### src/rtl/data_mem_responder_pkg.sv
// Shared types and default sizes for the data-memory responder.
//   dmem_state_t     : responder FSM state encoding
//   DMEM_ADDR_WIDTH  : default word-address width
//   DMEM_DATA_WIDTH  : default data width (multiple of 8)
//   DMEM_DEPTH       : default number of implemented words
//   DMEM_WAIT_STATES : default wait states between acceptance and array access
package data_mem_responder_pkg;

   localparam int unsigned DMEM_ADDR_WIDTH  = 8;
   localparam int unsigned DMEM_DATA_WIDTH  = 16;
   localparam int unsigned DMEM_DEPTH       = 256;
   localparam int unsigned DMEM_WAIT_STATES = 2;

   typedef enum logic [1:0] {
      StIdle,
      StWait,
      StAccess,
      StRespond
   } dmem_state_t;

endpackage

### src/rtl/data_mem_responder_if.sv
// Request/response bus between the CPU data port and the data-memory responder.
//   master : CPU side (drives requests, consumes responses)
//   slave  : memory side (accepts requests, produces responses)
// Optional macro DMEM_WSTRB_EN adds req_wstrb, one bit per byte lane.
interface data_mem_responder_if
   import data_mem_responder_pkg::*;
#(
   parameter int unsigned ADDR_WIDTH = DMEM_ADDR_WIDTH,
   parameter int unsigned DATA_WIDTH = DMEM_DATA_WIDTH
) ();

   logic                    req_valid;
   logic                    req_ready;
   logic                    req_write;
   logic [ADDR_WIDTH-1:0]   req_addr;
   logic [DATA_WIDTH-1:0]   req_wdata;
`ifdef DMEM_WSTRB_EN
   logic [DATA_WIDTH/8-1:0] req_wstrb;
`endif
   logic                    rsp_valid;
   logic                    rsp_ready;
   logic [DATA_WIDTH-1:0]   rsp_rdata;
   logic                    rsp_err;

   modport master (
`ifdef DMEM_WSTRB_EN
      output req_wstrb,
`endif
      output req_valid, req_write, req_addr, req_wdata, rsp_ready,
      input  req_ready, rsp_valid, rsp_rdata, rsp_err
   );

   modport slave (
`ifdef DMEM_WSTRB_EN
      input  req_wstrb,
`endif
      input  req_valid, req_write, req_addr, req_wdata, rsp_ready,
      output req_ready, rsp_valid, rsp_rdata, rsp_err
   );

endinterface

### src/rtl/data_mem_responder_dmem_array.sv
// Single-port synchronous RAM with per-byte write enables and no reset.
//   clk   : clock
//   en    : access enable; a read updates rdata only when en && !we
//   we    : write enable
//   be    : byte-lane enables for writes
//   addr  : word address (caller guarantees addr < DEPTH when en is high)
//   wdata : write data
//   rdata : registered read data
module dmem_array
   import data_mem_responder_pkg::*;
#(
   parameter int unsigned ADDR_WIDTH = DMEM_ADDR_WIDTH,
   parameter int unsigned DATA_WIDTH = DMEM_DATA_WIDTH,
   parameter int unsigned DEPTH      = DMEM_DEPTH
) (
   input  logic                    clk,
   input  logic                    en,
   input  logic                    we,
   input  logic [DATA_WIDTH/8-1:0] be,
   input  logic [ADDR_WIDTH-1:0]   addr,
   input  logic [DATA_WIDTH-1:0]   wdata,
   output logic [DATA_WIDTH-1:0]   rdata
);

   localparam int unsigned Lanes = DATA_WIDTH / 8;

   logic [DATA_WIDTH-1:0] mem_q [DEPTH];
   logic [DATA_WIDTH-1:0] rdata_q;

   always_ff @(posedge clk) begin
      if (en) begin
         if (we) begin
            for (int i = 0; i < Lanes; i++) begin
               if (be[i]) mem_q[addr][i*8 +: 8] <= wdata[i*8 +: 8];
            end
         end else begin
            rdata_q <= mem_q[addr];
         end
      end
   end

   assign rdata = rdata_q;

endmodule

### src/rtl/data_mem_responder.sv
// Memory-side responder for the CPU data port: one outstanding load/store,
// WAIT_STATES wait cycles, then one array access, then a response held until
// the CPU takes it.
//   clk     : clock, all state changes on the rising edge
//   reset_n : synchronous active-low reset
//   bus     : request/response channel (slave modport)
// Optional macro DMEM_WSTRB_EN enables byte-lane write strobes.
module data_mem_responder
   import data_mem_responder_pkg::*;
#(
   parameter int unsigned ADDR_WIDTH  = DMEM_ADDR_WIDTH,
   parameter int unsigned DATA_WIDTH  = DMEM_DATA_WIDTH,
   parameter int unsigned DEPTH       = DMEM_DEPTH,
   parameter int unsigned WAIT_STATES = DMEM_WAIT_STATES
) (
   input logic                 clk,
   input logic                 reset_n,
   data_mem_responder_if.slave bus
);

   localparam int unsigned Lanes = DATA_WIDTH / 8;
   localparam int unsigned CntW  = (WAIT_STATES > 1) ? $clog2(WAIT_STATES) : 1;
   localparam logic [CntW-1:0]     CntLoad  = (WAIT_STATES > 0) ? CntW'(WAIT_STATES - 1) : '0;
   localparam logic [ADDR_WIDTH:0] DepthCmp = DEPTH[ADDR_WIDTH:0];

   dmem_state_t           state_q, state_d;
   logic [CntW-1:0]       cnt_q, cnt_d;
   logic                  rsp_valid_q, rsp_valid_d;
   logic                  rsp_err_q, rsp_err_d;
   logic [DATA_WIDTH-1:0] rsp_rdata_q, rsp_rdata_d;

   logic                  write_q;
   logic [ADDR_WIDTH-1:0] addr_q;
   logic [DATA_WIDTH-1:0] wdata_q;
   logic [Lanes-1:0]      be;

   logic                  req_ready;
   logic                  latch_en;
   logic                  ram_en;
   logic                  ram_we;
   logic [DATA_WIDTH-1:0] ram_rdata;
   logic                  addr_err;

   assign addr_err = ({1'b0, addr_q} >= DepthCmp);

   // Request latches carry no reset; they are only consumed after a fresh accept.
`ifdef DMEM_WSTRB_EN
   logic [Lanes-1:0] be_q;
   always_ff @(posedge clk) begin
      if (latch_en) be_q <= bus.req_wstrb;
   end
   assign be = be_q;
`else
   assign be = '1;
`endif

   always_ff @(posedge clk) begin
      if (latch_en) begin
         write_q <= bus.req_write;
         addr_q  <= bus.req_addr;
         wdata_q <= bus.req_wdata;
      end
   end

   always_ff @(posedge clk) begin
      if (!reset_n) begin
         state_q     <= StIdle;
         cnt_q       <= '0;
         rsp_valid_q <= 1'b0;
         rsp_err_q   <= 1'b0;
         rsp_rdata_q <= '0;
      end else begin
         state_q     <= state_d;
         cnt_q       <= cnt_d;
         rsp_valid_q <= rsp_valid_d;
         rsp_err_q   <= rsp_err_d;
         rsp_rdata_q <= rsp_rdata_d;
      end
   end

   always_comb begin
      state_d     = state_q;
      cnt_d       = cnt_q;
      rsp_valid_d = rsp_valid_q;
      rsp_err_d   = rsp_err_q;
      rsp_rdata_d = rsp_rdata_q;
      req_ready   = 1'b0;
      latch_en    = 1'b0;
      ram_en      = 1'b0;
      unique case (state_q)
         StIdle: begin
            req_ready = 1'b1;
            if (bus.req_valid) begin
               latch_en = 1'b1;
               cnt_d    = CntLoad;
               state_d  = (WAIT_STATES > 0) ? StWait : StAccess;
            end
         end
         StWait: begin
            if (cnt_q == '0) state_d = StAccess;
            else             cnt_d   = cnt_q - 1'b1;
         end
         StAccess: begin
            ram_en  = !addr_err;
            state_d = StRespond;
         end
         StRespond: begin
            // First RESPOND cycle captures the RAM output into the response
            // registers; afterwards they hold until the handshake.
            if (!rsp_valid_q) begin
               rsp_valid_d = 1'b1;
               rsp_err_d   = addr_err;
               rsp_rdata_d = (addr_err || write_q) ? '0 : ram_rdata;
            end else if (bus.rsp_ready) begin
               rsp_valid_d = 1'b0;
               rsp_err_d   = 1'b0;
               state_d     = StIdle;
            end
         end
         default: state_d = StIdle;
      endcase
   end

   // A store reaching ACCESS commits only if reset is not asserted at that edge.
   assign ram_we = ram_en && write_q && reset_n;

   dmem_array #(
      .ADDR_WIDTH (ADDR_WIDTH),
      .DATA_WIDTH (DATA_WIDTH),
      .DEPTH      (DEPTH)
   ) u_dmem_array (
      .clk   (clk),
      .en    (ram_en),
      .we    (ram_we),
      .be    (be),
      .addr  (addr_q),
      .wdata (wdata_q),
      .rdata (ram_rdata)
   );

   assign bus.req_ready = req_ready;
   assign bus.rsp_valid = rsp_valid_q;
   assign bus.rsp_err   = rsp_err_q;
   assign bus.rsp_rdata = rsp_rdata_q;

endmodule

### src/flat_wrapper.sv
// flat-port wrapper written by rule: the top's interface ports become plain ports
module data_mem_responder_flat import data_mem_responder_pkg::*;
#(
   parameter int unsigned ADDR_WIDTH  = DMEM_ADDR_WIDTH,
   parameter int unsigned DATA_WIDTH  = DMEM_DATA_WIDTH,
   parameter int unsigned DEPTH       = DMEM_DEPTH,
   parameter int unsigned WAIT_STATES = DMEM_WAIT_STATES
)
  (clk, reset_n, bus_req_valid, bus_req_write, bus_req_addr, bus_req_wdata, bus_rsp_ready, bus_req_ready, bus_rsp_valid, bus_rsp_rdata, bus_rsp_err);
  data_mem_responder_if #(.ADDR_WIDTH(ADDR_WIDTH), .DATA_WIDTH(DATA_WIDTH)) bus_i ();
  input logic clk;
  input logic reset_n;
  input wire logic [$bits(bus_i.req_valid)-1:0] bus_req_valid;
  input wire logic [$bits(bus_i.req_write)-1:0] bus_req_write;
  input wire logic [$bits(bus_i.req_addr)-1:0] bus_req_addr;
  input wire logic [$bits(bus_i.req_wdata)-1:0] bus_req_wdata;
  input wire logic [$bits(bus_i.rsp_ready)-1:0] bus_rsp_ready;
  output wire logic [$bits(bus_i.req_ready)-1:0] bus_req_ready;
  output wire logic [$bits(bus_i.rsp_valid)-1:0] bus_rsp_valid;
  output wire logic [$bits(bus_i.rsp_rdata)-1:0] bus_rsp_rdata;
  output wire logic [$bits(bus_i.rsp_err)-1:0] bus_rsp_err;
  assign bus_i.req_valid = bus_req_valid;
  assign bus_i.req_write = bus_req_write;
  assign bus_i.req_addr = bus_req_addr;
  assign bus_i.req_wdata = bus_req_wdata;
  assign bus_i.rsp_ready = bus_rsp_ready;
  assign bus_req_ready = bus_i.req_ready;
  assign bus_rsp_valid = bus_i.rsp_valid;
  assign bus_rsp_rdata = bus_i.rsp_rdata;
  assign bus_rsp_err = bus_i.rsp_err;
  data_mem_responder #(.ADDR_WIDTH(ADDR_WIDTH), .DATA_WIDTH(DATA_WIDTH), .DEPTH(DEPTH), .WAIT_STATES(WAIT_STATES)) u_core (.clk(clk), .reset_n(reset_n), .bus(bus_i));
endmodule
### config.mk
export PLATFORM = sky130hd
export DESIGN_NAME = data_mem_responder_flat
export DESIGN_NICKNAME = d
export VERILOG_FILES = /design/src/rtl/data_mem_responder_pkg.sv /design/src/rtl/data_mem_responder_if.sv /design/src/rtl/data_mem_responder_dmem_array.sv /design/src/rtl/data_mem_responder.sv /design/src/flat_wrapper.sv
export SDC_FILE = /design/constraint.sdc
export NUM_CORES = 2
export LEC_CHECK = 0
export CORE_MARGIN = 8
export CORE_UTILIZATION = 60
export DETAILED_ROUTE_END_ITERATION = 10
export GPL_TIMING_DRIVEN = 0
export PLACE_DENSITY = 0.76
export SLEW_MARGIN = 40
export SYNTH_ARGS = -nofsm -noshare
export SYNTH_HDL_FRONTEND = slang
export SYNTH_SLANG_ARGS = --single-unit
### constraint.sdc
create_clock -name clk -period 4.65 [get_ports clk]
set_input_delay 0.93 -clock clk [delete_from_list [all_inputs] [get_ports clk]]
set_output_delay 0.93 -clock clk [all_outputs]
set_load 0.03 [all_outputs]
# After elaboration in Yosys (flattened, before gate mapping)

Memories as Yosys holds them, arrays and structs flattened. A register that Yosys moved wholly into a read port is not among the register bits.
Index checks and enable logic that the tools add are counted.

Reduce and logical (&&, ||, !) cells: 9
Muxes and demuxes: 20
Equal/unequal tests: 8
Div/mod/pow operators: 0
Shift operators: 0
Add/sub/neg operators: 1
$lt $le $gt $ge: 0
Multipliers: 0
Bitwise logic cells: 2

Operator list:

| operator            | number |
|---|---|
| $mux 16             | 1 |
| $mux 1              | 13 |
| $mux 2              | 4 |
| $ne 2x2->1 const B  | 4 |
| $pmux 2 s4          | 1 |
| $reduce_and 2->1    | 4 |
| $eq 2x2->1 const B  | 2 |
| $reduce_and 4->1    | 1 |
| $eq 2x1->1 const B  | 1 |
| $logic_and 1x1->1   | 2 |
| $logic_not 2->1     | 1 |
| $ne 2x1->1 const B  | 1 |
| $not 1->1           | 2 |
| $pmux 1 s2          | 1 |
| $reduce_bool 2->1   | 1 |
| $sub 1x1->1 const B | 1 |

Memories kept: 1
Bits in latches: 0
Register bits: 46
Bits in writable memories: 4096
Logic and storage cells: 49
Bits in read-only memories: 0

Memories:

| memory                    | depth | bits a word | read ports | clocked after Yosys merged registers in | write ports | line                                | source |
|---|---|---|---|---|---|---|---|
| u_core.u_dmem_array.mem_q | 256   | 16          | 1          | 1                                       | 1           | data_mem_responder_dmem_array.sv:27 | `logic [DATA_WIDTH-1:0] mem_q [DEPTH];` |

# Logic depth before layout (Yosys ltp)

Word-level depth: 7
Mapped depth: 8
Gate-level depth less buffers: 7

# Hierarchy

From an unflattened synthesis, not the netlist that was laid out.

Cells, all modules: 7160
Area total of the unflattened synthesis: 158325.6 um^2

By module, submodules not included:

| module             | cells an instance | times used | area each (um^2) |
|---|---|---|---|
| dmem_array         | 7032              | 1          | 156641.5 |
| data_mem_responder | 128               | 1          | 1684.1 |

# Least setup slack after synthesis

Ideal clock, no wire load.

Kind: register to register
From: register u_core.wdata_q[0]
To: memory u_core.u_dmem_array.mem_q[0][0] (netlist bit), data pin
Arrival time: 3.228 ns
Buffers on the path: 0
Setup time: 0.817 ns
Path slack: 0.604 ns
Stages on the path, launching flop included: 1
Cells stage by stage: edfxtp_1

RTL lines:

| element                  | line                                | source |
|---|---|---|
| start: declaration       | data_mem_responder.sv:34            | `logic [DATA_WIDTH-1:0] wdata_q;` |
| start signal: assignment | data_mem_responder.sv:61            | `wdata_q <= bus.req_wdata;` |
| end: declaration         | data_mem_responder_dmem_array.sv:27 |  |

No word-level cell before the write port.

==> flow_metrics.py <==
metrics = {
    "sta": {
        "finClkSkew_ns": 0.06549,
        "worst_pin_slew_ns": 1.010,
        "min_period_over_period_pct": 102.8,
        "slew_viol_final": 0,
        "slew_headroom_pct": 32.64,
        "period_minus_slack_ns": 4.780,
        "fmax_ghz": 0.2092,
        "finalHoldViolCount": 0,
        "rsz0062_at_grt": "no",
        "layout_setup_ws_ns": -0.1300,
        "setup-violations-final": 4,
    },
    "power_and_ir_drop": {
        "cellInternalPower_w": 0.06743,
        "powerDensity_nw_per_um2": 507.5,
        "p_leak_nw": 55.89,
        "sw_frac_of_total_pct": 26.87,
        "design_power_total_w": 0.09221,
        "power_frac_clock_pct": 35.1,
        "p_comb_share_pct": 17.8,
        "p_switching_w": 0.02478,
        "seqPwrFrac_pct": 47.1,
        "vdd_drop_max_mv": 0.5060,
    },
    "synthesis": {
        "netlist_area_um2": 156900,
        "synth_edf_count": 4137,
        "ys_ff_latch": 4157,
        "yosysTopAreaCell": "edfxtp_1",
        "yosysWarnings": 0,
        "yosysUniqueCellTypes": 31,
        "yosysSeqAreaShare_pct": 79.44,
        "syn_avg_cell_area_um2": 22.97,
        "async_flop_share_pct": 0,
        "synth.area.top_cells": "edfxtp_1 79%, mux4_2 15%, a22oi_1 2.5%",
        "netlist_instances": 6831,
        "syn_nets": 6864,
        "synth-main-ff-cell": "edfxtp_1",
        "synth_top_area_share_pct": 79.19,
    },
    "cts": {
        "cts_buffer_depth": 4,
        "clock-root-buffer": "clkbuf_16",
        "cts_inserted_buffers": 403,
        "cts_tree": "done",
        "htree_num_levels": 5,
        "clock_latency_ns": 0.99,
        "ctsHoldBuffers": 0,
        "clk_pin_slew_ns": 0.06,
        "cts_resized": 3,
        "cts_setup_buffers": 0,
        "clkSinkCount": 4157,
    },
    "grt": {
        "grt-busiest-layer": "met2",
        "grt_pass1_wl_um": 620400,
        "grt_max_degree": 27,
        "met2_usage_pct": 46.91,
        "grt_pass1_vias": 81032,
        "gr-total-overflow": 0,
        "antenna_found_initial": 18,
        "grt.total_usage_pct": 31.85,
        "met3_usage_pct": 11.89,
        "grtUsageMet1_pct": 41.94,
    },
    "detailed_routing": {
        "wl_per_cell_um": 39.62,
        "drc": 0,
        "vias": 82552,
        "first_iter_violations": 14104,
        "viasPerCell": 7.273,
        "firstDrtPassIters": 6,
        "final_antenna_net_count": 0,
        "wl_um": 449700,
    },
    "floorplan": {
        "start_util_pct": 60.40,
        "core.rowCount": 187,
        "die_w_um": 527.3,
        "die_h_um": 527.3,
        "io_pins": 48,
        "die_area_um2": 278100,
        "core_um2": 259700,
    },
    "hold_path": {
        "min_path_cells": 1,
        "whs_endpoint": "u_core.addr_q[6]",
        "hold_path_class": "in -> reg",
        "min-delay-start": "bus_req_addr[6]",
    },
    "finish": {
        "nFillCells": 14321,
        "final_cell_mix": "4137 x edfxtp_1, 1024 x mux4_2, 512 x a22oi_1",
        "nets": 7663,
        "drive_gt1_share_pct": 31.27,
        "ff_latch_area_um2": 124600,
        "multi_input_comb_area_um2": 32980,
        "instances_no_fill": 11350,
        "syn2layout_area_growth_pct": 15.82,
        "layout_commonest_cell": "edfxtp_1",
    },
    "placed_design": {
        "dp.cells": 10629,
        "routabilityCongestion": 0.9961,
        "port_buffers": 46,
        "dp_hpwl_um": 294200,
    },
    "critical_path": {
        "critPathRequiredTime_ns": 5.33,
        "critPathLaunchType": "register",
        "critical_path_class": "reg -> reg",
        "worstRegToRegCells": 9,
        "crit_arrival_ns": 5.46,
        "worstReg2RegEnd": "u_core.u_dmem_array.rdata[5]",
        "regToRegStartpoint": "u_core.addr_q[1]",
        "crit_fanout": 10,
        "end_kind": "register",
        "reg2reg_setup_slack_ns": -0.13,
    },
    "flow_run": {
        "maxCapViolations": 0,
    },
    "run_status": {
        "status": "complete, but fails checks",
        "violations": "setup timing",
    },
}
-- cell usage after synthesis (3+ instances only) --
library cell and number:
nand4_1 16, nor2_1 261, inv_1 4, nand2_1 33, nand2b_1 3, a21oi_1 272
ha_1 4, a22oi_1 512, nor3b_1 17, buf_1 25, dfxtp_1 20, buf_4 3
mux4_2 1024, nor2b_1 24, o41ai_1 64, nand3_1 4, clkbuf_1 283, and2_1 3
edfxtp_1 4137, buf_2 108
-- routing by layer --
| layer | up-vias | wire length (µm) |
|---|---|---|
| li1 | 31019 | - |
| met4 | 10 | 30030 |
| met2 | 7472 | 201300 |
| met5 | - | 103 |
| met3 | 1315 | 69220 |
| met1 | 42736 | 149100 |
-- per-stage QoR --
step / TNS [ns] / instance area [µm²] / util, % / setup slack (ns) / hold slack, ns
after global routing: 0 / 181700 / 69.96 / 0.07250 / 0.4753
after detailed placement: -361.93 / 168700 / 64.96 / -0.4160 / 0.5001
final: -0.2766 / 181700 / 69.96 / -0.1300 / 0.5033
after floorplan: 0 / 156900 / - / 0.6043 / 0.4557
after CTS: 0 / 181500 / 69.89 / 0.07773 / 0.4586
after global placement: - / 161600 / 62.22 / -3.738 / 0.4866
-- area by class of cell --
type | count | share of cell area, %
Sequential cell | 4157 | 68.59
Timing Repair Buffer | 396 | 2.797
Inverter | 4 | 0.008263
Clock inverter | 212 | 1.138
Tap cell | 3402 | 2.343
Antenna cell | 7 | 0.009641
Buffer | 418 | 1.041
Clock buffer | 504 | 5.919
Multi-Input combinational cell | 2250 | 18.15
-- cells by family after synthesis --
logic type	synth area share, %
compound gates	3.706
fa+ha+maj	0.03190
buf+inv	1.113
flops	79.44
mux	14.71
other cells	0.002390
simple gates	0.9962
-- how the worst max path moves through the flow --
stage	from	to	slack, ns	cells past startpoint
after detailed placement	reset_n	u_core.u_dmem_array.mem_q[134][7]	-0.42	8
after floorplan	u_core.wdata_q[0]	u_core.u_dmem_array.mem_q[0][0]	0.60	0
after global placement	u_core.wdata_q[7]	u_core.u_dmem_array.mem_q[218][7]	-3.74	0
final	u_core.addr_q[1]	u_core.u_dmem_array.rdata[5]	-0.13	9
after global routing	u_core.addr_q[1]	u_core.u_dmem_array.rdata[12]	0.07	9
after CTS	u_core.addr_q[1]	u_core.u_dmem_array.rdata[5]	0.08	9
-- registers in the layout (all words and copies together), names as in the netlist --
signal,count
u_core.u_dmem_array.mem_q,4096
u_core.bus.rsp_rdata,16
u_core.u_dmem_array.rdata,16
u_core.wdata_q,16
u_core.addr_q,8
u_core.state_q,2
u_core.bus.rsp_valid,1
u_core.cnt_q,1
u_core.write_q,1
-- worst max-delay path: stages, from the launching register on --
cell	delay (ns)
edfxtp_1	0.45
buf_2	0.45
clkbuf_2	0.48
buf_16	0.24
clkbuf_1	0.67
mux4_2	0.43
a22oi_1	0.31
a21oi_2	0.25
o41ai_1	0.95
nand4_1	0.22
-- power groups by stage --
stage,logic [W],clock network (W),registers (W)
after floorplan,0.00705,0,0.0458
after global placement,0.0112,0,0.0479
after detailed placement,0.0156,0,0.0442
after CTS,0.0159,0.0324,0.0434
after global routing,0.0167,0.0337,0.0434
final,0.0164,0.0324,0.0434
Note: power is estimated with default switching activity, not from simulation.
